$ cat src/rtl/bcd_to_bin_seq.sv
// Sequential packed-BCD to unsigned binary converter (reverse double-dabble).
// One conversion per accepted start; busy/done handshake, err flags non-decimal digits.
module bcd_to_bin_seq #(
    parameter int unsigned DIGITS = 2,
    parameter int unsigned BW     = 7
) (
    input  logic                  Clock,
    input  logic                  Resetn,
    input  logic                  start,
    input  logic [4*DIGITS-1:0]   bcd,
    output logic [BW-1:0]         bin,
    output logic                  busy,
    output logic                  done,
    output logic                  err
);

    localparam int unsigned WW = 4 * DIGITS;
    localparam int unsigned CW = (BW < 2) ? 1 : $clog2(BW + 1);

    // True when BW bits can hold every DIGITS-digit decimal value.
    function automatic bit width_fits();
        longint unsigned pow10;
        pow10 = 64'd1;
        for (int d = 0; d < int'(DIGITS); d++) begin
            pow10 = pow10 * 64'd10;
        end
        if (BW >= 64) return 1'b1;
        return ((64'd1 << BW) >= pow10);
    endfunction

    localparam bit FITS = width_fits();

    if (!FITS) begin : g_bw_check
        $error("bcd_to_bin_seq: BW too small for DIGITS");
    end

    typedef enum logic [1:0] {
        IDLE  = 2'd0,
        SHIFT = 2'd1,
        DONE  = 2'd2
    } state_t;

    state_t           state, state_nx;
    logic [WW-1:0]    work, work_nx;
    logic [BW-1:0]    acc, acc_nx;
    logic [CW-1:0]    cnt, cnt_nx;
    logic [BW-1:0]    bin_nx;
    logic             err_nx;
    logic             busy_nx;
    logic             done_nx;

    logic             digit_bad;
    logic [WW-1:0]    sh_work;
    logic [BW-1:0]    sh_acc;
    logic [WW-1:0]    corr_work;

    // Any input digit above 9 marks the request invalid.
    always_comb begin
        digit_bad = 1'b0;
        for (int d = 0; d < int'(DIGITS); d++) begin
            if (bcd[d*4 +: 4] > 4'd9) digit_bad = 1'b1;
        end
    end

    // One right shift of {work, acc}: work LSB enters the accumulator MSB.
    always_comb begin
        sh_work = work >> 1;
        sh_acc  = {work[0], acc[BW-1:1]};
    end

    // Subtract 3 from every shifted digit that reached 8 or more, all in parallel.
    always_comb begin
        logic [3:0] dig;
        corr_work = '0;
        dig       = '0;
        for (int d = 0; d < int'(DIGITS); d++) begin
            dig = sh_work[d*4 +: 4];
            if (dig >= 4'd8) dig = dig - 4'd3;
            corr_work[d*4 +: 4] = dig;
        end
    end

    always_ff @(posedge Clock or negedge Resetn) begin
        if (!Resetn) begin
            state <= IDLE;
            work  <= '0;
            acc   <= '0;
            cnt   <= '0;
            bin   <= '0;
            err   <= 1'b0;
            busy  <= 1'b0;
            done  <= 1'b0;
        end else begin
            state <= state_nx;
            work  <= work_nx;
            acc   <= acc_nx;
            cnt   <= cnt_nx;
            bin   <= bin_nx;
            err   <= err_nx;
            busy  <= busy_nx;
            done  <= done_nx;
        end
    end

    always_comb begin
        state_nx = state;
        work_nx  = work;
        acc_nx   = acc;
        cnt_nx   = cnt;
        bin_nx   = bin;
        err_nx   = err;

        unique case (state)
            IDLE: begin
                if (start) begin
                    work_nx = bcd;
                    acc_nx  = '0;
                    cnt_nx  = '0;
                    err_nx  = digit_bad;
                    if (digit_bad) begin
                        bin_nx   = '0;
                        state_nx = DONE;
                    end else begin
                        state_nx = SHIFT;
                    end
                end
            end
            SHIFT: begin
                work_nx = corr_work;
                acc_nx  = sh_acc;
                cnt_nx  = cnt + CW'(1);
                if (cnt == CW'(BW - 1)) begin
                    bin_nx   = sh_acc;
                    state_nx = DONE;
                end
            end
            DONE: begin
                state_nx = IDLE;
            end
            default: begin
                state_nx = IDLE;
            end
        endcase

        busy_nx = (state_nx != IDLE);
        done_nx = (state_nx == DONE);
    end

endmodule

$ cat config.mk
export PLATFORM = sky130hd
export DESIGN_NAME = bcd_to_bin_seq
export DESIGN_NICKNAME = d
export VERILOG_FILES = /design/src/rtl/bcd_to_bin_seq.sv
export SDC_FILE = /design/constraint.sdc
export NUM_CORES = 1
export LEC_CHECK = 0
export CORE_MARGIN = 10
export CORE_UTILIZATION = 30
export DETAILED_ROUTE_END_ITERATION = 7
export PLACE_DENSITY = 0.6
export SLEW_MARGIN = 15
export SYNTH_ARGS = -nofsm -noshare
export SYNTH_HDL_FRONTEND = slang
export SYNTH_SLANG_ARGS = --single-unit
$ cat constraint.sdc
create_clock -name Clock -period 1.15 [get_ports Clock]
set_input_delay 0.23 -clock Clock [delete_from_list [all_inputs] [get_ports Clock]]
set_output_delay 0.23 -clock Clock [all_outputs]
set_load 0.005 [all_outputs]
# ---- Word level (Yosys, flattened, before mapping)
# Cells that the tools add are included.
dict set report op_classes {
  n_addsub 3
  muxes 18
  n_eq_ne 6
  reduce_logical 6
  n_lt_le_gt_ge 4
}
# op count
set ops {}
lappend ops {{$mux W7} 4}
lappend ops {{$pmux W7 S2} 2}
lappend ops {{$pmux W8 S2} 1}
lappend ops {{$gt A4 B4 Y1 const B} 2}
lappend ops {{$mux W4} 2}
lappend ops {{$mux W8} 1}
lappend ops {{$mux W2} 3}
lappend ops {{$ne A2 B2 Y1 const B} 3}
lappend ops {{$pmux W3 S2} 1}
lappend ops {{$ge A3 B4 Y1 const B} 1}
lappend ops {{$ge A4 B4 Y1 const B} 1}
lappend ops {{$pmux W2 S2} 1}
lappend ops {{$reduce_and A2 Y1} 2}
lappend ops {{$reduce_and A4 Y1} 1}
lappend ops {{$reduce_bool A2 Y1} 2}
lappend ops {{$sub A3 B2 Y4 const B} 1}
lappend ops {{$sub A4 B2 Y4 const B} 1}
lappend ops {{$add A3 B1 Y3 const B} 1}
lappend ops {{$eq A3 B3 Y1 const B} 1}
lappend ops {{$mux W3} 1}
lappend ops {{$eq A2 B1 Y1 const B} 1}
lappend ops {{$eq A2 B2 Y1 const B} 1}
lappend ops {{$logic_not A2 Y1} 1}
lappend ops {{$mux W1} 2}
dict set report word_totals {
  out_inout_bits 10
  in_bits 11
  register_bits 30
}

# ---- Depth between registers and ports, before layout
# Gate-level depths: netlist of run 1.
dict set report depth {
  depth_word 7
  ltp_mapped 6
}

# ---- Least setup slack after synthesis of run 1
# No wires, ideal clock.
dict set report synth_path {
  path_type {register -> register}
  startpoint {reg state[1]}
  endpoint {reg work[2]}
  stages_incl_launch_ff 4
  path_slack_ns -0.097
  setup_ns 0.136
  arrival_ns 1.111
  path_cell_list {dfrtp_1 or3b_2 a21oi_1 a221oi_2}
}
dict set report synth_between {
  elab_chain_len 3
  word_cells_on_any_way 6
}
# item line_no
set synth_lines {}
lappend synth_lines {{start, declared} 43} ;# state_t state, state_nx;
lappend synth_lines {{start signal, assigned} 94} ;# state <= state_nx;
lappend synth_lines {{$eq A2 B1 Y1 / $logic_not A2 Y1 (equally long branches)} 113} ;# unique case (state)
lappend synth_lines {{$reduce_bool A2 Y1 (no line) / $ne A2 B2 Y1 (equally long branches)} --}
lappend synth_lines {{$reduce_and A2 Y1 (no line)} --}
lappend synth_lines {{end signal, assigned} 95} ;# work <= work_nx;
lappend synth_lines {{end, declared} 44} ;# logic [WW-1:0] work, work_nx;
# Several ways; a longest one is shown, not always the timed one.
# A chain may end at the register's enable or synchronous reset.

# ---- Final worst setup path of run 1
dict set report layout_path {
  startpoint {reg state[0]}
  endpoint {reg bin[6]}
}
dict set report layout_between {
  elab_chain_len 3
  word_cells_on_any_way 8
}
# item line_no
set layout_lines {}
lappend layout_lines {{$eq A2 B1 Y1 / $logic_not A2 Y1 (equally long branches)} 113}
lappend layout_lines {{$ne A2 B2 Y1 (no line) / $reduce_bool A2 Y1 (equally long branches)} --}
lappend layout_lines {{$reduce_and A4 Y1 (no line)} --}
lappend layout_lines {{end signal, assigned} 98} ;# bin <= bin_nx;
lappend layout_lines {{end, declared} 11} ;# output logic [BW-1:0] bin,
# Several ways; a longest one is shown, not always the timed one.

==> metrics.md, run 1 <==
| Metric | Value |
|---|---|
| Outcome | `finished, violations left` |
| Violated checks | `setup timing` |
| # Max-Cap Violations | `0` |
| Layout area overhead | `44.5%` |
| Seq/Total Area, Yosys | `0.532` |
| Slew @ Worst Pin | `289 ps` |
| # rows | `24` |
| CTS Hold Buffers Added | `0` |
| Post-DR vias/cell | `4.67` |
| Total track usage | `0.0919` |
| Layout Skew | `5.98 ps` |
| H-tree lvl count | `2` |
| Yosys top cell by area | `dfrtp_1` |
| Final worst setup slack | `-112 ps` |
| CTS max path bufs | `2` |
| Worst hold slack | `302 ps` |
| Synth Cell Area | `0.00136 sq mm` |
| Int Power | `2.91 mW` |
| Worst endpoint data arrival time | `1420 ps` |
| Netlist cell types | `31` |
| Area after DPL | `0.00174 sq mm` |
| DR vias | `1079` |
| Total grt overflow | `0` |
| Hold Path Class | `in2async` |
| Clk Latency, worst-skew pair | `280 ps` |
| Initial core utilization | `0.311` |
| VDD IR max | `1.01 mV` |
| Synth warn | `0` |
| Syn nets | `144` |
| Die height | `87.4 um` |
| Detail Placement HPWL | `2210 um` |
| CTS tree | `built` |
| Slew margin rel. | `0.807` |
| CORE AREA | `0.00438 sq mm` |
| Critical path class | `reg2reg` |
| Num CTS Buffers | `5` |
| Final period util | `1.10` |
| Residual DRC count | `0` |
| Util after Layout | `0.449` |
| Initial antenna violation count | `0` |
| Clock power frac | `0.252` |
| Critical path capture point type | `register` |
| Final non-filler cell total | `231` |
| Most instantiated library cell after synthesis | `nand2_1` |
| Post-DRT Antenna Nets | `0` |
| Combinational share of power | `0.385` |
| Drt pass-1 iters | `4` |
| DIE AREA | `0.00764 sq mm` |
| Number of flops mapped to enable cells by yosys | `0` |
| Port buffer count | `20` |
| Total clock sinks | `29` |
| Pin count of the biggest net entering global routing | `30` |
| Post-route cell area | `0.00197 sq mm` |
| Cells after DPL | `213` |
| Share of cells above drive strength 1 | `0.296` |
| RSZ-0062 raised after global routing | `true` |
| Diodes inserted | `0` |
| First-pass GRT wire length | `5400 um` |
| Cell count after synthesis | `129` |
| Ports | `21` |
| Top_reg_cell synth | `dfrtp_1` |
| Clock transition at path regs | `60 ps` |
| Synth top area cells | `dfrtp_1 53%, nand2_1 10%, ha_1 3.7%` |
| Final Net Count | `193` |
| Placement Setup Slack | `-411 ps` |
| Synthesized area per cell | `10.6 sq um` |
| Initial drt markers | `36` |
| Minimum clock period | `1260 ps` |
| Die W | `87.4 um` |
| Final hold vios | `0` |
| Setup violators final | `23` |
| Pleak | `0.933 nW` |
| Pwr Total | `4.32 mW` |
| Vias in the first global route | `1158` |
| Seq pwr share | `0.363` |
| Switch Pwr | `1.41 mW` |
| Cell area power density | `2190 mW/mm^2` |
| Routed WL | `3230 um` |
| Wire per inst | `14.0 um` |
| RePlAce Congestion | `0.807` |
| #FFs+latches synth | `29` |
| Switching part of the total | `0.326` |
| Clk Tree Root Cell | `clkbuf_8` |
| Worst path required time | `1310 ps` |
| Final number of max-transition violations | `0` |
| Element type at the critical path start | `register` |
| Ys async rst share | `1.00` |
| Critical Path Fanout Max | `5` |
| Post-synth top area share | `0.532` |
| Max Clk Rate | `792 MHz` |
| Setup TNS | `-1190 ps` |
| Commonest cells post-synth | `38 x nand2_1, 29 x dfrtp_1, 9 x o21ai_0, 7 x o22ai_1, 5 x inv_1` |
[state kept, by name (all words and copies together), names as in the netlist]
signal	count
state	2
bin	7
busy	1
acc	6
done	1
err	1
work	8
cnt	3
[metal layers]
| layer | up-vias | share of wire | track usage |
|---|---|---|---|
| met3 | 6 | 0.049 | 0.0346 |
| li1 | 539 | - | - |
| met2 | 19 | 0.47 | 0.146 |
| met5 | - | 0 | 0 |
| met1 | 515 | 0.46 | 0.103 |
| met4 | 0 | 0.023 | 0.0522 |
[power by group through the flow]
stage,clock [mW],combinational [mW],sequential [mW]
after floorplan,0,1.00,1.52
after global placement,0,1.41,1.58
after detailed placement,0,1.47,1.59
after CTS,1.11,1.62,1.57
after global routing,1.16,1.86,1.61
final,1.09,1.66,1.57
[worst paths after layout]
kind                               startpoint                  to  slack [ps]  depth (start not counted)
min                                    Resetn  cnt[2]$_DFFE_PN0P_         300                          2
min reg2reg                acc[1]$_DFFE_PN0P_  acc[1]$_DFFE_PN0P_         470                          2
max in group asynchronous              Resetn  state[1]$_DFF_PN0_         670                          2
max                        state[0]$_DFF_PN0_  bin[6]$_DFFE_PN0P_        -110                          3
max reg2reg                state[0]$_DFF_PN0_  bin[6]$_DFFE_PN0P_        -110                          3
min in group Clock         acc[1]$_DFFE_PN0P_  acc[1]$_DFFE_PN0P_         470                          2
[worst max-delay path, cell delays in order, from the launching register on]
cell and delay (ps):
dfrtp_2 450, nor3b_4 270, a21boi_4 300, o22ai_1 120
[cell usage in the layout (no fill, tap or decap), types with 3 or more instances in the layout]
master,n
o21ai_0,7
clkbuf_8,6
clkdlybuf4s15_1,9
mux2i_1,4
nand2_1,38
o21bai_1,3
inv_1,5
buf_4,23
o21ai_1,3
clkdlybuf4s50_1,9
dfrtp_1,27
o22ai_1,7
[timing repair]
action / in CTS / in global routing
gates cloned: 1 / 0
hold endpoints to repair: 0 / 0
endpoints found under the setup margin: 36 / 30
setup buffers: 8 / 1
pin swaps: 3 / 1
gates resized for setup: 29 / 6
[logic make-up after synthesis]
kind of cell             after synthesis  share of synthesized area
AO/OA/AOI/OAI                         31                      0.164
adder cells (fa/ha/maj)                4                     0.0367
buffers and inverters                 11                     0.0560
multiplexers                           4                     0.0294
flip-flops                            29                      0.532
AND/OR/NAND/NOR                       48                      0.169
XOR/XNOR                               2                     0.0128
[layout make-up]
cell class / instances / area [sq um]
flip-flops and latches: 29 / 728
inverters: 5 / 18.8
clock inverters: 1 / 30.0
fillers: 429 / 2410
repair buffers: 47 / 422
well taps: 52 / 65.1
multi-input cells: 90 / 621
clock buffers: 7 / 86.3
Note: power is estimated with default switching activity, not from simulation.
==> run 2, diff against run 1 <==
Settings changed: CTS_CLUSTER_SIZE from default to 16.
==> results of run 2 <==
Final layout, timing and power as in run 1 (identical DEF).
==> run 3, diff against run 2 <==
Settings changed: HOLD_SLACK_MARGIN from default to 0.15.
==> results of run 3 <==
Final layout, timing and power as in run 1 (identical DEF).
